<file path="src/rtl/beat_detector.sv">
// Hysteresis beat detector: threshold qualification with hold count, refractory
// blanking and a saturating beat-to-beat interval measured in valid samples.
module beat_detector #(
    parameter int unsigned WIDTH   = 8,
    parameter int unsigned HOLD    = 2,
    parameter int unsigned REFRACT = 50,
    parameter int unsigned IW      = 16
) (
    input  logic             clk,
    input  logic             rst,
    input  logic             sample_valid,
    input  logic [WIDTH-1:0] sample,
    input  logic [WIDTH-1:0] th_high,
    input  logic [WIDTH-1:0] th_low,
    output logic             over,
    output logic             beat,
    output logic [IW-1:0]    interval,
    output logic             interval_valid
);

    localparam int unsigned HCW = $clog2(HOLD + 1);
    localparam int unsigned RCW = (REFRACT > 0) ? $clog2(REFRACT + 1) : 1;

    typedef enum logic [1:0] {
        S_LOW     = 2'd0,
        S_CONFIRM = 2'd1,
        S_HIGH    = 2'd2
    } state_t;

    state_t          state_q, state_d;
    logic [HCW-1:0]  hc_q, hc_d;
    logic [RCW-1:0]  rc_q, rc_d;
    logic [IW-1:0]   sc_q, sc_d;
    logic            have_prev_q, have_prev_d;
    logic            over_q, over_d;
    logic            beat_q, beat_d;
    logic [IW-1:0]   interval_q, interval_d;
    logic            interval_valid_q, interval_valid_d;

    logic            qual;
    logic            elig;
    logic            fire;
    logic [IW:0]     sc_ext;
    logic [IW-1:0]   sc_sat;

    always_ff @(posedge clk) begin
        if (rst) begin
            state_q          <= S_LOW;
            hc_q             <= '0;
            rc_q             <= '0;
            sc_q             <= '0;
            have_prev_q      <= 1'b0;
            over_q           <= 1'b0;
            beat_q           <= 1'b0;
            interval_q       <= '0;
            interval_valid_q <= 1'b0;
        end else begin
            state_q          <= state_d;
            hc_q             <= hc_d;
            rc_q             <= rc_d;
            sc_q             <= sc_d;
            have_prev_q      <= have_prev_d;
            over_q           <= over_d;
            beat_q           <= beat_d;
            interval_q       <= interval_d;
            interval_valid_q <= interval_valid_d;
        end
    end

    // sc+1 saturating; serves both as the next count and as the reported interval
    always_comb begin
        sc_ext = {1'b0, sc_q} + (IW + 1)'(1);
        sc_sat = sc_ext[IW] ? '1 : sc_ext[IW-1:0];
    end

    always_comb begin
        state_d          = state_q;
        hc_d             = hc_q;
        rc_d             = rc_q;
        sc_d             = sc_q;
        have_prev_d      = have_prev_q;
        interval_d       = interval_q;
        beat_d           = 1'b0;
        interval_valid_d = 1'b0;
        qual             = 1'b0;
        elig             = 1'b0;
        fire             = 1'b0;

        if (sample_valid) begin
            qual = sample > th_high;
            elig = rc_q == '0;

            case (state_q)
                S_LOW: begin
                    if (qual && elig) begin
                        if (HOLD == 1) begin
                            fire = 1'b1;
                        end else begin
                            state_d = S_CONFIRM;
                            hc_d    = HCW'(1);
                        end
                    end
                end
                S_CONFIRM: begin
                    if (qual && elig) begin
                        if (hc_q + HCW'(1) == HCW'(HOLD)) begin
                            fire = 1'b1;
                        end else begin
                            hc_d = hc_q + HCW'(1);
                        end
                    end else begin
                        state_d = S_LOW;
                        hc_d    = '0;
                    end
                end
                S_HIGH: begin
                    if (sample < th_low) begin
                        state_d = S_LOW;
                    end
                end
                default: state_d = S_LOW;
            endcase

            rc_d = (rc_q != '0) ? rc_q - RCW'(1) : rc_q;
            sc_d = sc_sat;

            // beat sample: arm refractory window, restart interval count
            if (fire) begin
                state_d     = S_HIGH;
                hc_d        = '0;
                rc_d        = RCW'(REFRACT);
                sc_d        = '0;
                beat_d      = 1'b1;
                have_prev_d = 1'b1;
                if (have_prev_q) begin
                    interval_d       = sc_sat;
                    interval_valid_d = 1'b1;
                end
            end
        end

        over_d = state_d == S_HIGH;
    end

    assign over           = over_q;
    assign beat           = beat_q;
    assign interval       = interval_q;
    assign interval_valid = interval_valid_q;

endmodule

</file>
<file path="config.mk">
export PLATFORM = sky130hd
export DESIGN_NAME = beat_detector
export DESIGN_NICKNAME = d
export VERILOG_FILES = /design/src/rtl/beat_detector.sv
export SDC_FILE = /design/constraint.sdc
export NUM_CORES = 1
export LEC_CHECK = 0
export ABC_AREA = 1
export CAP_MARGIN = 20
export CORE_UTILIZATION = 65
export CTS_CLUSTER_SIZE = 24
export DETAILED_ROUTE_END_ITERATION = 8
export DONT_BUFFER_PORTS = 1
export PLACE_DENSITY = 0.92
export SLEW_MARGIN = 5
export SYNTH_ARGS = -nofsm -noshare
export SYNTH_HDL_FRONTEND = slang
export SYNTH_SLANG_ARGS = --single-unit
</file>
<file path="constraint.sdc">
create_clock -name clk -period 3.8 [get_ports clk]
set_clock_uncertainty 0.15 [all_clocks]
set_input_delay 0 -clock clk [delete_from_list [all_inputs] [get_ports clk]]
set_output_delay 0 -clock clk [all_outputs]
set_load 0.01 [all_outputs]
</file>
== Word level (Yosys, flattened, before mapping) ==
Index checks and enable logic that the tools add are counted.

* Output and inout port bits: 19
* Flip-flop bits (word level): 46
* Input port bits: 27
* Word-level logic and storage cells: 55

* Mux-type cells: 21
* Equality and inequality tests: 6
* Add/subtract/negate cells: 3
* Bitwise logic cells: 2
* Magnitude comparators: 2
* Reductions and logical operators: 12

{| class="wikitable"
|+ Operator list
! cell !! count
|-
| $mux W16 || 2
|-
| $mux W2 || 9
|-
| $add A16 B1 Y17 const B || 1
|-
| $mux W6 || 2
|-
| $gt A8 B8 Y1 || 1
|-
| $lt A8 B8 Y1 || 1
|-
| $eq A2 B2 Y1 const B || 3
|-
| $logic_not A6 Y1 || 1
|-
| $mux W1 || 6
|-
| $pmux W2 S3 || 1
|-
| $reduce_bool A6 Y1 || 1
|-
| $sub A6 B1 Y6 const B || 1
|-
| $ne A4 B4 Y1 const B || 1
|-
| $pmux W2 S2 || 1
|-
| $reduce_and A2 Y1 || 2
|-
| $reduce_and A4 Y1 || 1
|-
| $ne A3 B3 Y1 const B || 1
|-
| $reduce_and A3 Y1 || 1
|-
| $reduce_bool A3 Y1 || 1
|-
| $reduce_or A3 Y1 || 1
|-
| $add A2 B1 Y2 const B || 1
|-
| $eq A2 B1 Y1 const B || 1
|-
| $logic_not A2 Y1 || 1
|-
| $not A1 Y1 || 2
|-
| other kinds (3) || 3
|}

== Longest topological paths before layout ==
* Word-level depth: 9
* Depth in mapped cells: 15

== Worst setup path before layout ==
No wires, ideal clock.

* Path kind: flip-flop to flip-flop
* From: reg rc_q[0]
* To: reg interval_q[10], in the netlist interval[10]
* Arrival: 1.437 ns
* Stages on the path, launching flop included: 11
* Buffers on the path: 1
* Slack: 2.071 ns
* Path through: dfxtp_1 -> inv_1 -> ha_1 -> nand3_4 -> nor2_4 -> nand2_2 -> a21oi_2 -> nand3b_2 -> buf_2 -> nand2_1 -> a21oi_2

* Word-level cells in the longest chain between the ends: 6

{| class="wikitable"
|+ Ends and longest elaborated chain
! item !! line !! text
|-
| start, declared || 32 || <nowiki>logic [RCW-1:0] rc_q, rc_d;</nowiki>
|-
| start signal, assigned || 60 || <nowiki>rc_q <= rc_d;</nowiki>
|-
| $logic_not A6 Y1 || 91 || <nowiki>elig = rc_q == '0;</nowiki>
|-
| $logic_and A1 B1 Y1 || 105 || <nowiki>if (qual && elig) begin</nowiki>
|-
| $mux W1 || 105 ||
|-
| $mux W1 || 93 || <nowiki>case (state_q)</nowiki>
|-
| $mux W1 || 89 || <nowiki>if (sample_valid) begin</nowiki>
|-
| $reduce_and A3 Y1 (no line) || - ||
|-
| end signal, assigned || 65 || <nowiki>interval_q <= interval_d;</nowiki>
|-
| end, declared || 37 || <nowiki>logic [IW-1:0] interval_q, interval_d;</nowiki>
|}

No other way between the ends. The select of a mux whose other input is x is not followed.
A chain may end at the register's enable or synchronous reset.

== Worst setup path in the final report ==
* From: reg rc_q[0]
* To: reg interval_q[14], in the netlist interval[14]

Same word-level chain as after synthesis.

==> results.cfg <==
[power_and_ir_drop]
p_per_area_mw_per_mm2 = 424
vdd_drop_max_v = 0.000228
total_power_mw = 1.24
p_leak_nw = 1.25

[synthesis]
synthFlopType = dfxtp_1
ys_ff_latch = 46
syn-num-nets = 435
yosysSeqAreaShare = 0.330
synth_enable_flop_cells = 0
postSynth.asyncResetShare = 0
synth_cells = 390
netlist-cell-type-count = 34
ys_warn_count = 0
yosys-top-cells-area = dfxtp_1 (33%), nand2_1 (16%), ha_1 (8.1%)
netlist_area_sq_mm = 0.00279
synth_top_area_frac = 0.330
syn_area_per_cell_sq_um = 7.15
synth_area_leader_cell = dfxtp_1

[timing]
post-route-period-util = 0.652
finalHoldViolations = 0
slew_viol_final = 0
final.min_clock_period_ns = 2.48
fmax_mhz = 404
slew-limit-headroom = 0.576
setup-violations-final = 0
tightestPinTransition_ns = 0.635
setup_tns_ns = 0
rsz0062_at_grt = no

[setup_path]
worstSetupPathType = reg2reg
cp_slowest_cell = dlygate4sd3_1
cp-startpoint = rc_q[0]
critPathLaunchType = register
crit_chain = inv_1 -> ha_1 -> nand3_4 -> nor2_4 -> nand2_2 -> a21oi_2 -> nand3b_2 -> nand2_1 -> a21oi_2 -> dlygate4sd3_1
max_stage_delay_ns = 0.55
rr_endpoint = interval[14]
crit_buf_inv = 2
reg2reg_from = rc_q[0]
path_depth = 10
worstPathRequired_ns = 3.84
critPathMostFrequentCell = a21oi_2
cp_max_fo = 16
reg2reg_setup_slack_ns = 1.32
cp_top_family = simple AND/OR/NAND/NOR gates
cp-end-kind = register
ff2ff_path_depth = 10
worstPathArrival_ns = 2.52
crit_end = interval[14]

[routing]
dr.pass1.iters = 4
wl_per_cell_um = 12.9
drcViolationCount = 0
vias = 2427
wl_um = 5690
drtAntennaViolNets = 0
vias_per_cell = 5.50
drt-initial-drc-count = 91

[cts]
cts_tree = yes
clk_path_buf_depth = 2
cts_made_buffers = 5
clock-sinks = 46
path_clk_slew_ns = 0.09
insertion_delay_ns = 0.30
cts_max_level = 2
root_buffer = clkbuf_8

[global_routing]
grt_overflow = 0
grt_usage = 0.275
antenna_found_initial = 0
grt_pass1_wl_um = 9520
grt_max_degree = 42
first_global_vias = 2255

[die]
num_rows = 23
die_area_sq_mm = 0.00455
initial_core_util = 0.687
core_area_sq_mm = 0.00406
die_x_um = 67.5
top_level_ports = 46
die_h_um = 67.5

[worst_hold_path]
hold_class = in2reg

[cells_and_area]
syn2layout_area_growth_pct = 4.94
diodes = 0
final_common_cell = nand2_1
fillCellCount = 306
layout.nets = 435
drive_gt1_frac = 0.161
final_cell_mix = nand2_1 (120), dfxtp_1 (46), inv_1 (38), a21oi_1 (30), nor2_1 (21)

[run_status]
status = completed

[placement]
place.detailed.hpwl_um = 3940
gp_congestion = 0.879
io_buffer_count = 0

[flow_run]
maxCapViolations = 0
-- stage by stage --
step	instances	hold slack (ns)	area, sq um	utilization	worst slack, ns
floorplan	390	0.154	2790	-	2.07
global placement	428	-0.0821	2770	0.683	1.98
CTS	441	0.0370	2930	0.721	1.33
global route	441	0.0929	2930	0.721	1.16
finish	441	0.0611	2930	0.721	1.32
detailed placement	428	-0.0818	2770	0.683	1.88
-- sequential cells by signal, summed over array words and instances (netlist names) --
signal	cells
state_q	2
interval	16
beat	1
over	1
have_prev_q	1
sc_q	16
hc_q	2
rc_q	6
interval_valid	1
-- cell usage after synthesis (all sizes together) (4+ instances only) --
| master | number |
|---|---|
| nand4 | 5 |
| nor3 | 4 |
| o21ai | 9 |
| dfxtp | 46 |
| nor2 | 29 |
| ha | 18 |
| a21oi | 46 |
| clkbuf | 5 |
| nand2 | 135 |
| inv | 46 |
| buf | 7 |
| xor2 | 8 |
| nand3 | 21 |
-- final cells by class --
cell class	instances	area, sq um	share of cell area
Multi-Input combinational cell	286	1610	0.551
Sequential cell	46	921	0.315
Inverter	46	175	0.0599
Clock buffer	6	82.6	0.0282
Tap cell	50	62.6	0.0214
Timing Repair Buffer	5	60.1	0.0205
Clock inverter	2	12.5	0.00428
-- worst register-to-register path: stages, from the launching register on --
cell,delay [ns]
dfxtp_1,0.34
inv_1,0.08
ha_1,0.22
nand3_4,0.11
nor2_4,0.10
nand2_2,0.07
a21oi_2,0.18
nand3b_2,0.33
nand2_1,0.18
a21oi_2,0.06
dlygate4sd3_1,0.55
-- cells by family (layout without fill, tap and decap cells) --
group,Yosys count,in the layout,synth area share
and+or+nand+nor,200,200,0.337
buffers and inverters,58,59,0.0916
AOI/OAI and AO/OA,57,57,0.126
DFF,46,46,0.330
adders and majority gates,18,18,0.0808
xor gates and xnor gates,11,11,0.0346
-- layer usage --
metal,part of all wire,GRT usage,vias up
li1,-,-,1235
met5,0,0,-
met1,0.44,0.336,1123
met3,0.050,0.0574,8
met4,0.010,0.106,0
met2,0.50,0.467,61
-- worst min-delay path by stage --
stage | slack, ns | cells after the start | startpoint | end
floorplan | 0.15 | 0 | beat | beat
global placement | -0.08 | 1 | rst | interval[11]
detailed placement | -0.08 | 1 | rst | sc_q[11]
CTS | 0.04 | 3 | sample_valid | sc_q[7]
global route | 0.09 | 3 | sample_valid | sc_q[7]
finish | 0.06 | 3 | sample_valid | sc_q[7]
-- timing repair --
item	CTS	global route
endpoints found under the hold margin	46	0
gates resized for setup	0	0
hold buffers	5	0
buffers inserted	0	0
-- report_power, final --
group | switching (mW) | leakage (nW) | internal, mW
clock network | 0.163 | 0.0472 | 0.146
registers | 0.0271 | 0.372 | 0.515
logic | 0.243 | 0.835 | 0.144
Note: power is estimated with default switching activity, not from simulation.
